--- src/rtl/if_axis_rx_fifo_if.sv ---
// Bus and AXI-Stream signal bundle for the stream receive FIFO peripheral.
// The slave modport is the peripheral's view; master is the CPU/stream-source view.
interface if_axis_rx_fifo_if #(
  parameter int AXIS_DATA_WIDTH = 8
) ();
  logic [31:0]                addr_i;
  logic [31:0]                data_i;
  logic                       data_w_i;
  logic                       data_r_i;
  logic [31:0]                data_o;
  logic                       data_access_o;
  logic                       s_axis_tvalid_i;
  logic [AXIS_DATA_WIDTH-1:0] s_axis_tdata_i;
  logic                       s_axis_tlast_i;
  logic                       s_axis_tready_o;

  modport slave (
    input  addr_i, data_i, data_w_i, data_r_i,
    input  s_axis_tvalid_i, s_axis_tdata_i, s_axis_tlast_i,
    output data_o, data_access_o, s_axis_tready_o
  );

  modport master (
    output addr_i, data_i, data_w_i, data_r_i,
    output s_axis_tvalid_i, s_axis_tdata_i, s_axis_tlast_i,
    input  data_o, data_access_o, s_axis_tready_o
  );
endinterface

--- src/rtl/if_axis_rx_fifo.sv ---
// Memory-mapped AXI-Stream receive peripheral: buffers {tlast, tdata} beats in a
// power-of-two FIFO that software drains through STATUS/DATA/CONTROL registers.
module if_axis_rx_fifo #(
  parameter logic [7:0] SOC_SEGMENT     = 8'hE4,
  parameter logic [7:0] SOC_CLASS       = 8'hA9,
  parameter int         AXIS_DATA_WIDTH = 8,
  parameter int         FIFO_DEPTH_LOG2 = 4
) (
  input  logic               axis_aclk_i,
  input  logic               axis_aresetn_i,
  if_axis_rx_fifo_if.slave   bus
);
  localparam int W     = AXIS_DATA_WIDTH;
  localparam int N     = FIFO_DEPTH_LOG2;
  localparam int DEPTH = 1 << N;

  localparam logic [2:0] SEL_STATUS  = 3'b001;
  localparam logic [2:0] SEL_DATA    = 3'b010;
  localparam logic [2:0] SEL_CONTROL = 3'b011;

  localparam logic [N-1:0] PTR_ONE  = 1;
  localparam logic [N:0]   CNT_ONE  = 1;
  localparam logic [N:0]   CNT_FULL = {1'b1, {N{1'b0}}};

  logic [W:0]   mem_q [DEPTH];
  logic [N-1:0] wr_ptr_q, wr_ptr_d;
  logic [N-1:0] rd_ptr_q, rd_ptr_d;
  logic [N:0]   count_q, count_d;
  logic         enable_q, enable_d;
  logic         drop_mode_q, drop_mode_d;
  logic         overflow_q, overflow_d;
  logic [31:0]  data_o_q, data_o_d;

  logic         access, rd_en, ctrl_wr, flush, ovf_clr;
  logic         empty, full, tready, beat, push, pop, mem_we;
  logic [2:0]   sel;
  logic [W:0]   head;
  logic [31:0]  status_word, data_word, ctrl_word;
  logic         unused_bits;

  assign access  = (bus.addr_i[31:24] == SOC_SEGMENT) && (bus.addr_i[23:16] == SOC_CLASS);
  assign sel     = bus.addr_i[6:4];
  assign rd_en   = access && bus.data_r_i;
  assign ctrl_wr = access && bus.data_w_i && (sel == SEL_CONTROL);
  assign flush   = ctrl_wr && bus.data_i[1];
  assign ovf_clr = ctrl_wr && bus.data_i[2];

  assign empty  = (count_q == '0);
  assign full   = (count_q == CNT_FULL);
  assign tready = enable_q && (drop_mode_q || !full);
  assign beat   = bus.s_axis_tvalid_i && tready;
  assign push   = beat && !full;
  assign pop    = rd_en && (sel == SEL_DATA) && !empty;
  assign mem_we = push && !flush;
  assign head   = mem_q[rd_ptr_q];

  assign bus.data_access_o   = access;
  assign bus.s_axis_tready_o = tready;
  assign bus.data_o          = data_o_q;

  assign unused_bits = ^{bus.addr_i[15:7], bus.addr_i[3:0], bus.data_i[31:4]};

  always_comb begin
    status_word        = '0;
    status_word[31:16] = 16'(count_q);
    status_word[3]     = !empty && head[W];
    status_word[2]     = overflow_q;
    status_word[1]     = full;
    status_word[0]     = !empty;

    data_word = '0;
    if (!empty) begin
      data_word[W-1:0] = head[W-1:0];
      data_word[31]    = head[W];
    end

    ctrl_word = {28'b0, drop_mode_q, 2'b00, enable_q};
  end

  // Reads see pre-update state, so a pop in a flush cycle still returns the old head.
  always_comb begin
    wr_ptr_d    = wr_ptr_q;
    rd_ptr_d    = rd_ptr_q;
    count_d     = count_q;
    enable_d    = enable_q;
    drop_mode_d = drop_mode_q;
    overflow_d  = overflow_q;
    data_o_d    = data_o_q;

    if (rd_en) begin
      unique case (sel)
        SEL_STATUS:  data_o_d = status_word;
        SEL_DATA:    data_o_d = data_word;
        SEL_CONTROL: data_o_d = ctrl_word;
        default:     data_o_d = '0;
      endcase
    end

    if (ctrl_wr) begin
      enable_d    = bus.data_i[0];
      drop_mode_d = bus.data_i[3];
    end

    if (beat && full) begin
      overflow_d = 1'b1;
    end else if (ovf_clr) begin
      overflow_d = 1'b0;
    end

    if (flush) begin
      wr_ptr_d = '0;
      rd_ptr_d = '0;
      count_d  = '0;
    end else begin
      if (push) wr_ptr_d = wr_ptr_q + PTR_ONE;
      if (pop)  rd_ptr_d = rd_ptr_q + PTR_ONE;
      unique case ({push, pop})
        2'b10:   count_d = count_q + CNT_ONE;
        2'b01:   count_d = count_q - CNT_ONE;
        default: count_d = count_q;
      endcase
    end
  end

  always_ff @(posedge axis_aclk_i or negedge axis_aresetn_i) begin
    if (!axis_aresetn_i) begin
      wr_ptr_q    <= '0;
      rd_ptr_q    <= '0;
      count_q     <= '0;
      enable_q    <= 1'b0;
      drop_mode_q <= 1'b0;
      overflow_q  <= 1'b0;
      data_o_q    <= '0;
    end else begin
      wr_ptr_q    <= wr_ptr_d;
      rd_ptr_q    <= rd_ptr_d;
      count_q     <= count_d;
      enable_q    <= enable_d;
      drop_mode_q <= drop_mode_d;
      overflow_q  <= overflow_d;
      data_o_q    <= data_o_d;
    end
  end

  // Storage needs no reset: only entries below count are ever observable.
  always_ff @(posedge axis_aclk_i) begin
    if (mem_we) begin
      mem_q[wr_ptr_q] <= {bus.s_axis_tlast_i, bus.s_axis_tdata_i};
    end
  end
endmodule
--- src/flat_wrapper.sv ---
// flat-port wrapper written by rule: the top's interface ports become plain ports
module if_axis_rx_fifo_flat 
#(
  parameter logic [7:0] SOC_SEGMENT     = 8'hE4,
  parameter logic [7:0] SOC_CLASS       = 8'hA9,
  parameter int         AXIS_DATA_WIDTH = 8,
  parameter int         FIFO_DEPTH_LOG2 = 4
)
  (axis_aclk_i, axis_aresetn_i, bus_addr_i, bus_data_i, bus_data_w_i, bus_data_r_i, bus_s_axis_tvalid_i, bus_s_axis_tdata_i, bus_s_axis_tlast_i, bus_data_o, bus_data_access_o, bus_s_axis_tready_o);
  if_axis_rx_fifo_if #(.AXIS_DATA_WIDTH(AXIS_DATA_WIDTH)) bus_i ();
  input  logic axis_aclk_i;
  input  logic axis_aresetn_i;
  input wire logic [$bits(bus_i.addr_i)-1:0] bus_addr_i;
  input wire logic [$bits(bus_i.data_i)-1:0] bus_data_i;
  input wire logic [$bits(bus_i.data_w_i)-1:0] bus_data_w_i;
  input wire logic [$bits(bus_i.data_r_i)-1:0] bus_data_r_i;
  input wire logic [$bits(bus_i.s_axis_tvalid_i)-1:0] bus_s_axis_tvalid_i;
  input wire logic [$bits(bus_i.s_axis_tdata_i)-1:0] bus_s_axis_tdata_i;
  input wire logic [$bits(bus_i.s_axis_tlast_i)-1:0] bus_s_axis_tlast_i;
  output wire logic [$bits(bus_i.data_o)-1:0] bus_data_o;
  output wire logic [$bits(bus_i.data_access_o)-1:0] bus_data_access_o;
  output wire logic [$bits(bus_i.s_axis_tready_o)-1:0] bus_s_axis_tready_o;
  assign bus_i.addr_i = bus_addr_i;
  assign bus_i.data_i = bus_data_i;
  assign bus_i.data_w_i = bus_data_w_i;
  assign bus_i.data_r_i = bus_data_r_i;
  assign bus_i.s_axis_tvalid_i = bus_s_axis_tvalid_i;
  assign bus_i.s_axis_tdata_i = bus_s_axis_tdata_i;
  assign bus_i.s_axis_tlast_i = bus_s_axis_tlast_i;
  assign bus_data_o = bus_i.data_o;
  assign bus_data_access_o = bus_i.data_access_o;
  assign bus_s_axis_tready_o = bus_i.s_axis_tready_o;
  if_axis_rx_fifo #(.SOC_SEGMENT(SOC_SEGMENT), .SOC_CLASS(SOC_CLASS), .AXIS_DATA_WIDTH(AXIS_DATA_WIDTH), .FIFO_DEPTH_LOG2(FIFO_DEPTH_LOG2)) u_core (.axis_aclk_i(axis_aclk_i), .axis_aresetn_i(axis_aresetn_i), .bus(bus_i));
endmodule
--- config.mk ---
export PLATFORM = sky130hd
export DESIGN_NAME = if_axis_rx_fifo_flat
export DESIGN_NICKNAME = d
export VERILOG_FILES = /design/src/rtl/if_axis_rx_fifo_if.sv /design/src/rtl/if_axis_rx_fifo.sv /design/src/flat_wrapper.sv
export SDC_FILE = /design/constraint.sdc
export NUM_CORES = 1
export LEC_CHECK = 0
export ABC_AREA = 1
export CAP_MARGIN = 20
export CORE_MARGIN = 2
export CORE_UTILIZATION = 40
export DETAILED_ROUTE_END_ITERATION = 6
export GPL_TIMING_DRIVEN = 0
export SYNTH_ARGS = -nofsm -noshare
export SYNTH_HDL_FRONTEND = slang
export SYNTH_SLANG_ARGS = --single-unit
--- constraint.sdc ---
create_clock -name axis_aclk_i -period 2.4 [get_ports axis_aclk_i]
set_input_delay 0.48 -clock axis_aclk_i [delete_from_list [all_inputs] [get_ports axis_aclk_i]]
set_output_delay 0.48 -clock axis_aclk_i [all_outputs]
set_load 0.02 [all_outputs]
==> After elaboration in Yosys (flattened, before gate mapping) <==
Memory sizes are Yosys's and may differ from the RTL's.
Cells that the tools add are included.
{ "classes": {"n_addsub": 4, "n_eq_ne": 8, "mux": 13, "reduce_logical": 23} }
{ "op_table": {"columns": ["op", "count"], "rows": [
  ["32-bit case mux with 3 select lines", 1],
  ["8-bit == test (second input constant)", 2],
  ["4-bit 2-to-1 mux", 4],
  ["1-bit logical AND", 14],
  ["5-bit case mux with 2 select lines", 1],
  ["4-bit by 1-bit adder with 4-bit output (second input constant)", 2],
  ["8-bit 2-to-1 mux", 1],
  ["3-bit by 2-bit == test with 1-bit output (second input constant)", 2],
  ["2-bit nonzero test", 3],
  ["5-bit by 1-bit adder with 5-bit output (second input constant)", 1],
  ["5-bit == test (second input constant)", 1],
  ["5-bit zero test", 1],
  ["1-bit 2-to-1 mux", 5],
  ["5-bit 2-to-1 mux", 1],
  ["5-bit by 1-bit subtractor with 5-bit output (second input constant)", 1],
  ["3-bit by 1-bit == test with 1-bit output (second input constant)", 1],
  ["1-bit zero test", 3],
  ["3-bit nonzero test", 1],
  ["2-bit by 1-bit == test with 1-bit output (second input constant)", 1],
  ["2-bit == test (second input constant)", 1],
  ["1-bit logical OR", 1]
]} }
{ "word_totals": {"regBits": 48, "ramBits": 144, "output_inout_bits": 34, "wordCells": 56, "n_memories": 1} }
{ "mem_list": {"columns": ["memory", "words", "width", "read_ports", "rd_clocked_by_memory_dff", "wr", "line_no", "source"], "rows": [
  ["u_core.mem_q", 16, 9, 1, 0, 1, "if_axis_rx_fifo.sv:25", "logic [W:0] mem_q [DEPTH];"]
]} }

==> Logic depth before layout (Yosys ltp) <==
{ "logic_depth": {"depth_word": 9, "ltp_mapped": 20} }

==> Worst setup path before layout <==
OpenSTA, ideal clock, no wires.
{ "synth_timing": {"kind": "input port to flip-flop", "start": "in bus_addr_i[28]", "end": "reg u_core.count_q[4]", "arrival_ns": 2.658, "t_required_ns": 2.281, "path_slack_ns": -0.377, "path_stages": 20, "cell_sequence": "inv_1 -> nand2_1 -> nor2_1 -> nand4_1 -> nor2_2 -> nand2_1 -> inv_2 -> nand2_1 -> inv_1 -> ha_1 -> inv_1 -> fa_1 -> nor2_1 -> o21ai_0 -> nand2_1 -> o21ai_0 -> inv_1 -> nand3_1 -> nand2_1 -> nor2_1"} }
{ "synth_via": {"elab_chain_len": 8, "elab_cells_between_ends": 13, "cone_classes": "eq/ne: 3; mux: 2; reduce/logical: 8"} }
{ "synth_lines": {"columns": ["element", "line_no", "source"], "rows": [
  ["start: declaration", "flat_wrapper.sv:13", "input wire logic [$bits(bus_i.addr_i)-1:0] bus_addr_i;"],
  ["8-bit == test (*)", "if_axis_rx_fifo.sv:41", "assign access = (bus.addr_i[31:24] == SOC_SEGMENT) && (bus.addr_i[23:16] == SOC_CLASS);"],
  ["1-bit logical AND (*)", "if_axis_rx_fifo.sv:41", null],
  ["via bus_data_access_o", "flat_wrapper.sv:21", "output wire logic [$bits(bus_i.data_access_o)-1:0] bus_data_access_o;"],
  ["1-bit logical AND", "if_axis_rx_fifo.sv:43", "assign rd_en = access && bus.data_r_i;"],
  ["1-bit logical AND (2 in series)", "if_axis_rx_fifo.sv:53", "assign pop = rd_en && (sel == SEL_DATA) && !empty;"],
  ["2-bit by 1-bit == test with 1-bit output / 2-bit == test (equally long branches)", "if_axis_rx_fifo.sv:117", "unique case ({push, pop})"],
  ["5-bit case mux with 2 select lines", "if_axis_rx_fifo.sv:117", null],
  ["5-bit 2-to-1 mux", "if_axis_rx_fifo.sv:110", "if (flush) begin"],
  ["end signal: assignment", "if_axis_rx_fifo.sv:137", "count_q <= count_d;"],
  ["end: declaration", "if_axis_rx_fifo.sv:28", "logic [N:0] count_q, count_d;"]
]} }
Mark *: on every way through the listed nets, which the timed path passes. The rest lies on a longest branch.
A chain may end at the register's enable or synchronous reset.

==> Worst setup path after layout <==
{ "layout_timing": {"start": "reg u_core.count_q[0]", "end": "reg u_core.count_q[4]"} }
{ "layout_via": {"elab_chain_len": 9, "elab_cells_between_ends": 16, "cone_classes": "add/sub: 2; eq/ne: 3; mux: 2; reduce/logical: 9"} }
{ "layout_lines": {"columns": ["element", "line_no", "source"], "rows": [
  ["5-bit == test", "if_axis_rx_fifo.sv:49", "assign full = (count_q == CNT_FULL);"],
  ["1-bit zero test", "if_axis_rx_fifo.sv:50, if_axis_rx_fifo.sv:52", null],
  ["1-bit logical OR", "if_axis_rx_fifo.sv:50", "assign tready = enable_q && (drop_mode_q || !full);"],
  ["1-bit logical AND", "if_axis_rx_fifo.sv:50", null],
  ["1-bit logical AND", "if_axis_rx_fifo.sv:51", "assign beat = bus.s_axis_tvalid_i && tready;"],
  ["1-bit logical AND", "if_axis_rx_fifo.sv:52", "assign push = beat && !full;"],
  ["2-bit by 1-bit == test with 1-bit output / 2-bit == test (equally long branches)", "if_axis_rx_fifo.sv:117", null],
  ["5-bit case mux with 2 select lines", "if_axis_rx_fifo.sv:117", null],
  ["5-bit 2-to-1 mux", "if_axis_rx_fifo.sv:110", null]
]} }
Parallel ways exist; a longest one is shown, timed or not.

==> results.md <==
* WL/cell at 17.92 um
* Placer congestion estimate at 0.8678
* CTS buffer count at 17
* RSZ-0062 raised after global routing: true
* Initial Utilization at 41.11%
* Final Critical Period at 2425 ps
* Clock sinks at 174
* Clk_lat worst skew at 440 ps
* Post-route setup slack at -25.04 ps
* Crit share post-route at 101.0%
* Post-DR vias/cell at 5.063
* Final hold slack at 90.92 ps
* Vias in the first global route at 5410
* CP endpoint kind: flip-flop
* # setup viols final at 1
* Max Cap Viol at 0
* Core area at 0.01889 mm2
* Yosys top cell area share at 55.67%
* WL final at 20150 um
* Root buf cell: clkbuf_16
* Share of layout cells above drive strength 1 at 16.32%
* All-layer global routing usage at 20.33%
* Maximum vdd drop at 566.0 uV
* WP data required at 2730 ps
* Worst EP arrival at 2750 ps
* Residual DRC at 0
* Hold Crit Class: in2async
* Hold Buf Count CTS at 0
* CTS tree: yes
* Final design utilization at 51.89%
* Area leader, netlist: edfxtp_1
* Max Slew Vio Count at 0
* Total power draw at 6.160 mW
* Worst r2r dst: u_core.count_q[4]
* Router iterations before antenna repair at 7
* Synth warnings at 0
* Setup crit end: u_core.count_q[4]
* Slew HR at 53.46%
* Reg2reg path depth at 17
* Fillers at 1687
* Register area share after synthesis at 65.34%
* Outcome: finished, violations left
* Clock slew at reported path FFs at 60 ps
* Crit. Startpoint: u_core.count_q[0]
* Port Buffers at 52
* P_leak at 4.002 nW
* Power Dens Cells at 628.3 mW/mm2
* ANT cells at 0
* Startpoint Class: flip-flop
* # IOs at 112
* Layout area overhead at 26.22%
* Rows at 50
* Synthesized area at 0.007767 mm2
* Via count at 5691
* H-tree lvl count at 4
* First-pass GRT wire length at 30470 um
* Antenna-violating nets left at 0
* Die Ht at 143.4 um
* Seq cells post-synth at 174
* Slew @ Worst Pin at 698.1 ps
* Die Wd at 143.4 um
* Violated checks: negative setup slack
* Largest net degree at the start of global routing at 31
* Final HPWL DP at 13600 um
* Clock Skews at 13.95 ps
* Longest Clk Path Bufs at 2
* Flop-to-flop setup slack at -30 ps
* Die area at 0.02055 mm2
* CP Class: reg2reg
* Max Freq at 412.4 MHz
* Mapped Cells at 733
* Syn avg cell area at 10.60 um2
* Top cells by area, synth: edfxtp_1 (56%), dfrtp_1 (9.7%), nand2_1 (6.6%), nor2_1 (4.7%), nand3_1 (3.7%)
* Initial antenna violation count at 0
* Seq. cell area at 0.005076 mm2
* Final Hold Vio Count at 0
* FF-to-FF Start: u_core.count_q[0]
* Drt first-iter violations at 506
* Crit path max fanout at 5
* Post-layout net count at 939
* Area of the multi-input gates at 0.002459 mm2
* Total gr overflow at 0
* Cell variety after synth at 35
==> Yosys cell counts, drive strengths merged <==
master  instances
nor2          101
nand2         139
mux2            2
o221ai          4
edfxtp        144
fa              1
dfrtp          30
a22o            1
nor3           19
conb            1
inv            61
nand4           5
clkbuf         17
a21boi          1
nand3          60
o22ai           9
a21oi           7
clkinv          3
ha              9
xor2            3
o31ai           1
o21ai          74
o211ai          8
buf            33
==> placed cells by master (no fill, tap or decap), types with 5 or more instances in the layout <==
master and count:
nand2_1 133, clkbuf_1 20, clkbuf_16 17, inv_2 10, clkdlybuf4s50_1 37, nand3_1 58
dfrtp_1 29, nor3_4 12, o22ai_1 9, o21ai_0 49, dlymetal6s2s_1 11, a21oi_1 6
inv_1 49, buf_6 12, o21ai_1 23, conb_1 18, edfxtp_1 144, nand4_1 5
ha_1 7, o211ai_1 8, buf_2 11, nor2_1 96, nor3_2 5, buf_4 38
==> registers in the layout, summed over array words and instances, names as in the netlist <==
signal / count
u_core.mem_q: 144
u_core.bus.data_o: 14
u_core.count_q: 5
u_core.rd_ptr_q: 4
u_core.wr_ptr_q: 4
u_core.drop_mode_q: 1
u_core.enable_q: 1
u_core.overflow_q: 1
==> power breakdown <==
group | switching (mW) | leakage (nW) | internal (mW)
Sequential | 0.0000898 | 1.70 | 3.27
Clock | 1.18 | 0.269 | 1.54
Combinational | 0.0968 | 2.03 | 0.0748
Total | 1.27 | 4.00 | 4.89
==> area by class of cell <==
class	count	share of cell area (%)
inverter	64	2.603
clock buffer	20	4.454
timing repair buffer	82	8.474
sequential	174	51.77
clock inverter	12	1.378
multi-input combinational	462	25.08
buffer	50	2.922
tap	260	3.318
==> critical path, cell delays in order, from the launching register on <==
cell and delay, ps:
dfrtp_1 440, inv_2 80, nand3_4 100, nor2_4 50
a21boi_4 180, nand2_4 90, nor2_8 170, inv_4 50
ha_4 170, ha_1 310, inv_2 90, nor2_4 40
o21ai_2 110, nand2_1 70, o21ai_1 110, inv_1 60
a21oi_1 120, nor2_1 60
==> through the flow <==
step           TNS, ps  cells  cell area [um2]  worst slack, ps
2_1_floorplan   -79.02    750             7866           -79.02
3_3_place_gp   -179770   1062             8712            -1534
3_5_place_dp    -80780   1073             8901           -894.0
4_1_cts         -85.98   1110             9585           -85.98
5_1_grt         -508.6   1124             9804           -187.5
6_report        -25.04   1124             9804           -25.04
==> timing repair <==
action | 4_1_cts | 5_1_grt
gates resized for setup | 18 | 28
pin swaps | 3 | 26
setup buffers | 5 | 14
setup endpoints to repair | 100 | 31
endpoints found under the hold margin | 0 | 0
==> per-layer routing <==
layer / GRT usage [%] / part of all wire (%) / up-vias / routed length (um)
li1: - / - / 2715 / -
met1: 26.72 / 42 / 2744 / 8519
met2: 33.62 / 49 / 196 / 9871
met3: 3.965 / 6.1 / 36 / 1238
met4: 7.688 / 2.6 / 0 / 518
met5: 0 / 0 / - / 0
==> how the worst min path moves through the flow <==
stage	to	slack (ps)	depth (start not counted)
after global placement	u_core.bus.data_o[1]	460	2
after global routing	u_core.bus.data_o[3]	160	1
final	u_core.enable_q	90	1
after CTS	u_core.bus.data_o[3]	110	1
after detailed placement	u_core.bus.data_o[1]	470	2
after floorplan	u_core.bus.data_o[0]	180	0
==> cell families after synthesis <==
family / Yosys count / share of synthesized area (%)
AOI/OAI and AO/OA: 105 / 7.619
xor gates and xnor gates: 3 / 0.3383
adders and majority gates: 10 / 1.708
buffers and inverters: 114 / 6.782
DFF: 174 / 65.34
muxes: 2 / 0.2899
other: 1 / 0.04828
and+or+nand+nor: 324 / 17.88
No activity file was read; power rests on OpenSTA's default activity.
